[config.mk]
export PLATFORM = sky130hd
export DESIGN_NAME = top
export DESIGN_NICKNAME = d
export VERILOG_FILES = /design/src/rtl/top_pkg.sv /design/src/rtl/top_counter_and_parity.sv /design/src/rtl/top.sv
export SDC_FILE = /design/constraint.sdc
export NUM_CORES = 1
export LEC_CHECK = 0
export ABC_CLOCK_PERIOD_IN_PS = 4300
export BUFFER_PORTS_ARGS = -buffer_cell sky130_fd_sc_hd__buf_2
export CELL_PAD_IN_SITES_DETAIL_PLACEMENT = 1
export CELL_PAD_IN_SITES_GLOBAL_PLACEMENT = 2
export CORE_MARGIN = 10
export CORE_UTILIZATION = 37
export DETAILED_ROUTE_END_ITERATION = 16
export PLACE_DENSITY_LB_ADDON = 0.1
export SYNTH_ARGS = -nofsm -noshare
export SYNTH_HDL_FRONTEND = slang
export SYNTH_SLANG_ARGS = --single-unit
[constraint.sdc]
create_clock -name clk -period 4.3 [get_ports clk]
set_input_delay 0.86 -clock clk [delete_from_list [all_inputs] [get_ports clk]]
set_output_delay 0.86 -clock clk [all_outputs]
set_load 0.01 [all_outputs]
[src/rtl/top_pkg.sv]
// Hamming SEC / SECDED helpers shared by the error-corrected counter.
// Functions work on maximum-size vectors and take the data width as an argument.
package top_pkg;

  localparam int MAX_W = 57;
  localparam int MAX_R = 6;
  localparam int MAX_N = MAX_W + MAX_R;

  typedef logic [MAX_W-1:0] data_t;
  typedef logic [MAX_R-1:0] check_t;

  typedef enum logic [1:0] {
    ERR_NONE   = 2'd0,
    ERR_SINGLE = 2'd1,
    ERR_DOUBLE = 2'd2
  } err_kind_e;

  // Smallest r with 2^r >= w + r + 1; the descending scan leaves the smallest hit.
  function automatic int calc_r(input int w);
    int r;
    r = MAX_R;
    for (int k = MAX_R; k >= 1; k--) begin
      if ((1 << k) >= w + k + 1) r = k;
    end
    return r;
  endfunction

  function automatic bit is_pow2(input int p);
    return (p > 0) && ((p & (p - 1)) == 0);
  endfunction

  // Codeword position (non power of two) -> data bit index, LSB first.
  function automatic int pos_to_data_idx(input int p);
    int below;
    below = 0;
    for (int j = 0; j <= MAX_R; j++) begin
      if ((1 << j) <= p) below++;
    end
    return p - below - 1;
  endfunction

  // Even-parity Hamming check bits: XOR of the positions of every set data bit.
  function automatic check_t encode(input data_t data, input int w);
    check_t c;
    data_t  sh;
    int     n;
    c = '0;
    n = w + calc_r(w);
    for (int p = 3; p <= MAX_N; p++) begin
      if (p <= n && !is_pow2(p)) begin
        sh = data >> pos_to_data_idx(p);
        if (sh[0]) c ^= check_t'(p);
      end
    end
    return c;
  endfunction

  function automatic check_t syndrome(input data_t data, input check_t check, input int w);
    return check ^ encode(data, w);
  endfunction

endpackage

[src/rtl/top_counter_and_parity.sv]
// Counter register with stored Hamming check bits, corrector and incrementer.
// SECDED_EN adds an overall-parity bit and double-error detection.
module counter_and_parity
  import top_pkg::*;
#(
  parameter int WIDTH = 16
) (
  input  logic             clk,
  input  logic             rst,
  input  logic             enable,
  output logic [WIDTH-1:0] counter,
  output logic             err_corrected,
  output logic             err_double
);

  localparam int R = calc_r(WIDTH);
  localparam int N = WIDTH + R;
`ifdef SECDED_EN
  localparam int PW = R + 1;
`else
  localparam int PW = R;
`endif

  logic [WIDTH-1:0] count_reg;
  logic [WIDTH-1:0] count_d;
  logic [WIDTH-1:0] corrected;
  logic [WIDTH-1:0] flip_mask;
  logic [PW-1:0]    parity_stored;
  logic [PW-1:0]    parity_d;
  check_t           syn;
  check_t           enc_next;
  logic [R-1:0]     enc_r;
  logic             single_err;
  logic             double_err;
  err_kind_e        err_kind;

  assign syn = syndrome(data_t'(count_reg), check_t'(parity_stored[R-1:0]), WIDTH);

  // One decoder term per data position; check positions never flip data.
  for (genvar gi = 1; gi <= N; gi++) begin : g_pos
    if (!is_pow2(gi)) begin : g_data
      assign flip_mask[pos_to_data_idx(gi)] = (syn == check_t'(gi));
    end
  end

  always_comb begin
    single_err = 1'b0;
    double_err = 1'b0;
`ifdef SECDED_EN
    if (^{count_reg, parity_stored}) begin
      single_err = 1'b1;
    end else if (syn != '0) begin
      double_err = 1'b1;
    end
`else
    single_err = (syn != '0);
`endif
    err_kind = ERR_NONE;
    if (double_err) begin
      err_kind = ERR_DOUBLE;
    end else if (single_err) begin
      err_kind = ERR_SINGLE;
    end
  end

  assign corrected = (err_kind == ERR_SINGLE) ? (count_reg ^ flip_mask) : count_reg;

  // A double error freezes the raw value but still re-encodes it.
  assign count_d  = corrected + WIDTH'((err_kind != ERR_DOUBLE) && enable);
  assign enc_next = encode(data_t'(count_d), WIDTH);
  assign enc_r    = R'(enc_next);

`ifdef SECDED_EN
  assign parity_d = {^{count_d, enc_r}, enc_r};
`else
  assign parity_d = enc_r;
`endif

  always_ff @(posedge clk or negedge rst) begin
    if (!rst) begin
      count_reg     <= '0;
      parity_stored <= '0;
    end else begin
      count_reg     <= count_d;
      parity_stored <= parity_d;
    end
  end

  assign counter       = corrected;
  assign err_corrected = (err_kind == ERR_SINGLE);
  assign err_double    = (err_kind == ERR_DOUBLE);

endmodule

[src/rtl/top.sv]
// Self-scrubbing Hamming-protected counter; SECDED_EN enables double-error detection.
// Wrapper only: all state lives in counter_and_parity.
module top #(
  parameter int WIDTH = 16
) (
  input  logic             clk,
  input  logic             rst,
  input  logic             enable,
  output logic [WIDTH-1:0] counter,
  output logic             err_corrected,
  output logic             err_double
);

  counter_and_parity #(
    .WIDTH(WIDTH)
  ) counter_and_parity (
    .clk          (clk),
    .rst          (rst),
    .enable       (enable),
    .counter      (counter),
    .err_corrected(err_corrected),
    .err_double   (err_double)
  );

endmodule

==> metrics.txt, run 1 <==
status finished clean; number of flops mapped to enable cells by yosys 0; Fin Clk Skew 0.966 ps; ratio of cells with drive above 1 in the final layout 28.5%; initial DRC count 65; Vias 1732; Worst EP required 3440 ps; highest metal used met4; Slowest-stage cell, CP xnor3_2; PortBufs 19; fmax 0.244 GHz; Die ar. 0.00922 mm^2; reg-to-reg startpoint counter_and_parity.count_reg[9]$_DFF_PN0_; Inst Count DP 333; worst path cell trace xnor3_1 > xnor3_2 > buf_4 > nand2_1 > mux2i_1 > nand2_1 > xor2_1 > buf_4 > inv_1 > buf_2; Syn Area/Cell 9.26 um^2; FF-to-FF End counter_and_parity.parity_stored[0]$_DFF_PN0_; worst slew pin tran 679 ps; H-tree depth 1; hold crit path type in -> async; CP Data Arrival Time 3230 ps; Final Non-Filler Cells 349; CP Buf/Inv Count 4; Slew Limit Fails 0; final hold slack 547 ps; Max stage delay on crit path 480 ps; CTS clk-pin slew, worst paths 70 ps; Site Rows 27; sequential cell area fraction in the yosys report 24.6%; max-capacitance violation count 0; clock sinks 21; TritonCTS Buffers 3; endpoints failing hold 0; reg-to-reg setup timing slack 220 ps; Syn-to-layout area delta 20.9%; vias per inst 4.96; # fillers 667; Initial Util 38.4%; global-route wire length before repair 9.53 mm; classification of the worst setup path reg -> out; Hold Buf Count CTS 0; Rel. slew slack 54.4%; warnings from Yosys 0; drt total wl 6.00 mm; Final period util 95.2%; reg2reg path depth 17; crit path capture counter[5]; Top-Level Pins 21; wl on met1 2.87 mm; WP depth 10; Met2 Wirelength 2.99 mm; Post-synth ARST share 100%; gr ovfl total 0; Core Region 0.00557 mm^2; vias in the first global route 1800; Clk Latency, worst-skew pair 250 ps; Syn Nets 235; DRT Pass-1 Iters 4; Clock Tree Buf Depth 2; CP startpoint counter_and_parity.count_reg[9]$_DFF_PN0_; max reg flops 16; CP Capture Type output pin; FF+latch count, synth 21; metal3 WL 93 um; Synth cell types 50; worst-path maximum fanout 5; CP startpoint kind flip-flop; cells after synthesis 231; final setup fails 0; gpl congestion 0.808; largest net degree at the start of global routing 22; DP Area 0.00241 mm^2; antenna violations before repair 0; Antenna Diode Count 0; ys flop type dfrtp_1; Die Y 96.0 um; Cell Area, Synth 0.00214 mm^2; clk root buf clkbuf_8; antenna viol nets, final 0; die span in x 96.0 um; CP delay by family, top XOR/XNOR gates; drt drc 0; GRT Total Usage 13.3%; CTS tree yes; wire per inst 17.2 um; shortest period the worst path allows 4090 ps; final std cell area, no fill 0.00259 mm^2; Final nets 282; detailed placement HPWL 4.92 mm
[what timing repair did]
action	4_1_cts	5_1_grt
setup endpoints to repair	0	5
buffers inserted	0	12
resized for setup	0	11
[kinds of logic after synthesis]
logic type	count (synthesis)	share of synthesized area, %
other cells	1	0.175
xor+xnor	83	40.2
compound gates	36	11.4
simple gates	68	18.2
fa+ha+maj	1	0.585
flops	21	24.6
mux	3	1.40
buf+inv	18	3.45
[worst reg2reg max path: stages (launching register included)]
cell      delay (ps)
dfrtp_1          410
xnor3_1          430
xnor3_2          500
nor3_4           290
nor2_2            80
nor2_1           110
xor2_1           210
ha_2             240
nand3_1           80
a21oi_1          110
a31o_2           190
nand2_2           80
buf_6            140
nand4b_1         210
buf_4            190
o21ai_0           80
xnor2_1          180
xnor3_1          420
[worst min path at each step]
stage	to	slack (ps)	cells past startpoint
2_1_floorplan	counter_and_parity.count_reg[0]$_DFF_PN0_	560	0
3_3_place_gp	counter_and_parity.count_reg[7]$_DFF_PN0_	780	3
3_5_place_dp	counter_and_parity.count_reg[7]$_DFF_PN0_	810	3
4_1_cts	counter_and_parity.count_reg[1]$_DFF_PN0_	560	1
5_1_grt	counter_and_parity.count_reg[1]$_DFF_PN0_	580	1
6_report	counter_and_parity.count_reg[1]$_DFF_PN0_	550	1
[final cells by class]
class	instances	area [um^2]	area share [%]
Clock buffer	3	41.3	1.60
Clock inverter	1	5.00	0.193
Inverter	15	56.3	2.18
Multi-Input combinational cell	192	1570	60.8
Sequential cell	21	527	20.4
Tap cell	72	90.1	3.48
Timing Repair Buffer	45	294	11.4
[cells in the mapped netlist (3+ instances only)]
| library cell | n | area share [%] |
|---|---|---|
| xnor2_2 | 4 | 3.0 |
| nor2_2 | 3 | 0.88 |
| nor3_1 | 6 | 1.4 |
| inv_1 | 13 | 2.3 |
| or3_1 | 5 | 1.5 |
| nand3_1 | 8 | 1.9 |
| nand2_1 | 16 | 2.8 |
| o21a_1 | 4 | 1.4 |
| nor2_1 | 10 | 1.8 |
| xnor2_1 | 52 | 21 |
| and2_1 | 3 | 0.88 |
| dfrtp_1 | 21 | 25 |
| a21oi_1 | 7 | 1.6 |
| xor2_1 | 20 | 8.2 |
| o21ai_0 | 11 | 2.6 |
| mux2i_1 | 3 | 1.4 |
| xnor3_1 | 5 | 5.3 |
[cell usage in the layout, fill, tap and decap left out, types with 4 or more instances in the layout]
cell type and instances:
nor3_1 6, buf_4 25, nand3_1 8, nor2_2 4, buf_2 19, nand2_1 15
xnor2_2 4, inv_1 13, xnor2_1 52, or3_1 5, xnor3_1 4, xor2_1 18
a21oi_1 6, nor2_1 9, o21a_1 4, dfrtp_1 20, o21ai_0 10
[metrics by stage]
| step | worst slack, ps | util (%) | TNS [ps] |
|---|---|---|---|
| floorplan | 289 | - | 0 |
| global placement | 93.7 | 43.3 | 0 |
| detailed placement | 16.4 | 43.3 | 0 |
| CTS | 6.49 | 44.1 | 0 |
| global route | -58.2 | 46.4 | -112 |
| finish | 206 | 46.4 | 0 |
[per-layer routing]
layer,up-vias,track usage [%]
met5,-,0
met4,0,3.69
met3,2,0.700
met2,25,22.8
met1,837,17.6
li1,868,-
Power of run 1 is not shown: default switching activity piles up to over one toggle a cycle in this logic, so the estimate is an artifact.
==> run 2: changes to the inputs <==
==> constraint.sdc (replaced) <==
create_clock -name clk -period 4.3 [get_ports clk]
set_input_delay 0.215 -clock clk [delete_from_list [all_inputs] [get_ports clk]]
set_output_delay 0.215 -clock clk [all_outputs]
set_load 0.01 [all_outputs]
==> metrics.txt, run 2 (same netlist as run 1, synthesis figures left out) <==
shortest period the worst path allows 4220 ps (+123 ps); detailed placement HPWL 4.92 mm (about the same); Die ar. 0.00922 mm^2 (unchanged); Antenna Diode Count 0 (unchanged); worst-path maximum fanout 10 (+5); Die Y 96.0 um (unchanged); CP Data Arrival Time 4350 ps (+1120 ps); fmax 0.237 GHz (-2.9%); CP Capture Type flip-flop; Clk Latency, worst-skew pair 260 ps (about the same); drt total wl 6.07 mm (+1.2%); reg-to-reg setup timing slack 80 ps (-140 ps); vias per inst 4.87 (-1.9%); Slew Limit Fails 0 (unchanged); drt drc 0 (unchanged); initial DRC count 36 (-45%); reg2reg path depth 17 (unchanged); largest net degree at the start of global routing 22 (unchanged); worst slew pin tran 697 ps (+18.0 ps); Rel. slew slack 53.2% (-1.2 points); Worst Hold End counter_and_parity.count_reg[0]$_DFF_PN0_; Core Region 0.00557 mm^2 (unchanged); GRT Total Usage 13.5% (+0.21 points); die span in x 96.0 um (unchanged); Final period util 98.1% (+2.9 points); final std cell area, no fill 0.00266 mm^2 (+2.6%); worst path cell trace xnor3_1 > xnor3_2 > nor3_4 > nor2_1 > nor2_1 > xor2_1 > ha_2 > nand3_1 > a21oi_1 > a31o_2 > nand2_1 > buf_4 > nand4b_1 > buf_4 > o21ai_1 > xnor2_1 > xnor3_1; Final nets 285 (+1.1%); max reg flops 16 (unchanged); Initial Util 38.4% (unchanged); TritonCTS Buffers 3 (unchanged); hold crit path type in -> reg; reg-to-reg startpoint counter_and_parity.count_reg[9]$_DFF_PN0_; Clock Tree Buf Depth 2 (unchanged); commonest non-fill, non-tap cell in the layout xnor2_1; H-tree depth 1 (unchanged); global-route wire length before repair 9.68 mm (+1.6%); status finished clean; vias in the first global route 1804 (+0.22%); wire per inst 17.2 um (+0.34%); Syn-to-layout area delta 24.1%; WHS Path Cells 2; # fillers 674 (+1.0%); Vias 1714 (-1.0%); antenna viol nets, final 0 (unchanged); endpoints failing hold 0 (unchanged); ratio of cells with drive above 1 in the final layout 30.4% (+1.8 points); CP startpoint kind flip-flop; CTS tree yes; Top-Level Pins 21 (unchanged); antenna violations before repair 0 (unchanged); gpl congestion 0.784 (-3.0%); commonest non-fill, non-tap cells in the layout xnor2_1, buf_4, dfrtp_1, buf_2; classification of the worst setup path reg -> reg; DP Area 0.00240 mm^2 (-0.31%); Worst EP required 4430 ps (+990 ps); max-capacitance violation count 0 (unchanged); FF-to-FF End counter_and_parity.parity_stored[0]$_DFF_PN0_; CTS clk-pin slew, worst paths 70 ps (about the same); clock sinks 21 (unchanged); Site Rows 27 (unchanged); DRT Pass-1 Iters 4 (unchanged); clk root buf clkbuf_8; final setup fails 0 (unchanged); Fin Clk Skew 3.46 ps (+2.49 ps); gr ovfl total 0 (unchanged); launch point of the worst hold path enable; Max stage delay on crit path 480 ps (about the same); PortBufs 19 (unchanged); Slowest-stage cell, CP xnor3_2
-- run 2: layer usage --
layer | GRT usage, % | wire length [um]
met3 | 0.778 | 75
met5 | 0 | 0
met4 | 5.77 | 106
met2 | 20.7 | 2900
met1 | 19.1 | 2990
-- run 2: through the flow --
stage	hold slack [ps]	worst slack, ps	cells	setup TNS (ps)	utilization [%]
floorplan	-80.6	289	231	0	-
global route	233	-105	352	-218	47.6
detailed placement	196	39.0	332	0	43.1
CTS	239	4.40	337	0	44.1
finish	232	83.4	352	0	47.6
global placement	190	127	332	0	43.1
-- run 2: how the worst max path moves through the flow --
stage,from,to,slack [ps],depth (start not counted)
after floorplan,counter_and_parity.count_reg[5]$_DFF_PN0_,counter_and_parity.parity_stored[0]$_DFF_PN0_,290,16
after global placement,counter_and_parity.count_reg[5]$_DFF_PN0_,counter_and_parity.parity_stored[2]$_DFF_PN0_,130,17
after detailed placement,counter_and_parity.count_reg[5]$_DFF_PN0_,counter_and_parity.parity_stored[0]$_DFF_PN0_,40,16
after CTS,counter_and_parity.count_reg[5]$_DFF_PN0_,counter_and_parity.parity_stored[0]$_DFF_PN0_,4,16
after global routing,counter_and_parity.count_reg[9]$_DFF_PN0_,counter_and_parity.parity_stored[0]$_DFF_PN0_,-110,17
final,counter_and_parity.count_reg[9]$_DFF_PN0_,counter_and_parity.parity_stored[0]$_DFF_PN0_,80,17
-- run 2: layout make-up --
type / instances / area [um^2] / area share [%]
Clock buffer: 4 / 45.0 / 1.70
Tap cell: 72 / 90.1 / 3.39
Multi-Input combinational cell: 192 / 1620 / 61.1
Inverter: 15 / 56.3 / 2.12
Timing Repair Buffer: 48 / 315 / 11.9
Sequential cell: 21 / 527 / 19.8
-- run 2: timing repair --
action | CTS | global route
setup endpoints to repair | 0 | 5
hold endpoints to repair | 21 | 0
resized for setup | 0 | 16
hold buffers | 1 | 0
setup buffers | 0 | 15
-- run 2: worst max-delay path, delay by kind of cell, from the launching register on --
kind | cells | cell delay [ps]
AO/OA/AOI/OAI | 3 | 420
XOR/XNOR | 5 | 1840
adder cells (fa/ha/maj) | 1 | 260
buffers and inverters | 2 | 360
flip-flops | 1 | 410
AND/OR/NAND/NOR | 6 | 790
Power of run 2 is left out for the same reason.
==> run 3: changes to the inputs <==
CORE_UTILIZATION = 39   (was 37)
CTS_BUF_LIST = sky130_fd_sc_hd__clkbuf_8   (was not set)
GPL_TIMING_DRIVEN = 0   (was not set)
==> metrics.txt, run 3 (same netlist as run 1, synthesis figures left out) <==
Top-Level Pins 21 (unchanged); H-tree depth 1 (unchanged); wire per inst 17.0 um (-1.7%); fmax 0.238 GHz (+0.29%); Final period util 97.8% (-0.29 points); fin util 50.6% (+3.0 points); status finished clean; max-capacitance violation count 0 (unchanged); WHS Path Cells 2 (unchanged); Register Area 528 um^2 (+0.24%); CTS tree yes; PortBufs 19 (unchanged); hold crit path type in -> reg; Clock Tree Buf Depth 2 (unchanged); Clk Latency, worst-skew pair 260 ps (about the same); vias per inst 5.07 (+4.1%); global-route wire length before repair 9.55 mm (-1.4%); Worst EP required 4440 ps (about the same); CP Data Arrival Time 4350 ps (about the same); Multi-input gate area 0.00170 mm^2 (+5.0%); Rel. slew slack 52.4% (-0.78 points); Slew Limit Fails 0 (unchanged); Vias 1708 (-0.35%); Initial Util 41.1% (+2.7 points); commonest non-fill, non-tap cell in the layout xnor2_1; Die Y 94.1 um (-2.1%); DP Area 0.00232 mm^2 (-3.4%); gpl congestion 0.749 (-4.6%); Syn-to-layout area delta 23.1%; Fin Clk Skew 4.95 ps (+1.49 ps); antenna viol nets, final 0 (unchanged); endpoints failing hold 0 (unchanged); antenna violations before repair 0 (unchanged); commonest non-fill, non-tap cells in the layout xnor2_1, buf_2, dfrtp_1, nand2_1, xor2_1; worst path cell trace clkbuf_2 > xnor2_1 > xnor3_2 > o21ai_2 > nand2_1 > nor2_2 > xor2_2 > ha_2 > nand3_1 > a21oi_1 > a31o_2 > nand2_1 > nand4b_4 > or3b_4 > nor2_2 > xnor2_1 > xnor3_1; detailed placement HPWL 4.57 mm (-7.0%); final setup fails 0 (unchanged); largest net degree at the start of global routing 22 (unchanged); final std cell area, no fill 0.00263 mm^2 (-0.80%); clk root buf clkbuf_8; # fillers 608 (-9.8%); max reg flops 16 (unchanged); initial DRC count 43 (+19%); ratio of cells with drive above 1 in the final layout 29.6% (-0.77 points); drt drc 0 (unchanged); worst slew pin tran 712 ps (+14.3 ps); gr ovfl total 0 (unchanged); vias in the first global route 1817 (+0.72%); drt total wl 5.72 mm (-5.8%); CP startpoint kind flip-flop; Slowest-stage cell, CP xnor3_2; Core Region 0.00520 mm^2 (-6.6%); die span in x 94.1 um (-2.1%); shortest period the worst path allows 4200 ps (-12.3 ps); reg2reg path depth 17 (unchanged); DRT Pass-1 Iters 4 (unchanged); CTS clk-pin slew, worst paths 80 ps (about the same); Antenna Diode Count 0 (unchanged); GRT Total Usage 13.4% (-0.049 points); Final nets 272 (-4.6%); worst-path maximum fanout 6 (-4); TritonCTS Buffers 3 (unchanged); clock sinks 21 (unchanged); Max stage delay on crit path 510 ps (+30 ps); classification of the worst setup path reg -> reg; reg-to-reg setup timing slack 100 ps (about the same); CP Capture Type flip-flop; Die ar. 0.00885 mm^2 (-4.1%); Site Rows 26 (-3.7%)
## run 3: worst paths after layout
kind                                                      startpoint                                       endpoint
setup / recovery           counter_and_parity.count_reg[2]$_DFF_PN0_  counter_and_parity.parity_stored[0]$_DFF_PN0_
hold / removal                                                enable      counter_and_parity.count_reg[0]$_DFF_PN0_
setup reg to reg           counter_and_parity.count_reg[2]$_DFF_PN0_  counter_and_parity.parity_stored[0]$_DFF_PN0_
hold reg to reg            counter_and_parity.count_reg[7]$_DFF_PN0_      counter_and_parity.count_reg[7]$_DFF_PN0_
max in group asynchronous                                        rst     counter_and_parity.count_reg[13]$_DFF_PN0_
min in group asynchronous                                        rst      counter_and_parity.count_reg[2]$_DFF_PN0_
## run 3: through the flow
stage | setup slack [ps] | std cells | hold slack, ps | TNS [ps]
final | 95.7 | 337 | 252 | 0
after global routing | -152 | 337 | 252 | -507
after CTS | 14.3 | 329 | 243 | 0
after detailed placement | -294 | 320 | 197 | -819
after global placement | -286 | 320 | 186 | -951
after floorplan | 289 | 231 | -80.6 | 0
## run 3: worst max-delay path, delay by kind of cell (launching register included)
family          cells  cell delay, ps
fa+ha+maj           1             240
buf+inv             1             180
compound gates      3             540
flops               1             360
simple gates        7            1220
xor+xnor            5            1550
## run 3: area by class of cell
type / count / area share, %
buffer: 3 / 0.665
tap: 70 / 3.33
sequential: 21 / 20.0
clock inverter: 1 / 0.190
inverter: 15 / 2.14
timing repair buffer: 32 / 7.41
multi-input combinational: 192 / 64.7
clock buffer: 3 / 1.57
## run 3: layer usage
metal / vias up / track usage, % / share of wire, %
met5: - / 0 / 0
met4: 0 / 4.94 / 2.0
met3: 10 / 0.959 / 1.5
met2: 22 / 21.9 / 48
met1: 830 / 18.0 / 49
li1: 846 / - / -
## run 3: what timing repair did
action	CTS	global route
endpoints found under the hold margin	21	0
gates resized for setup	13	14
hold buffers	1	0
buffers inserted	4	8
endpoints found under the setup margin	5	5
pin swaps	4	5
Power of run 3 is left out for the same reason.
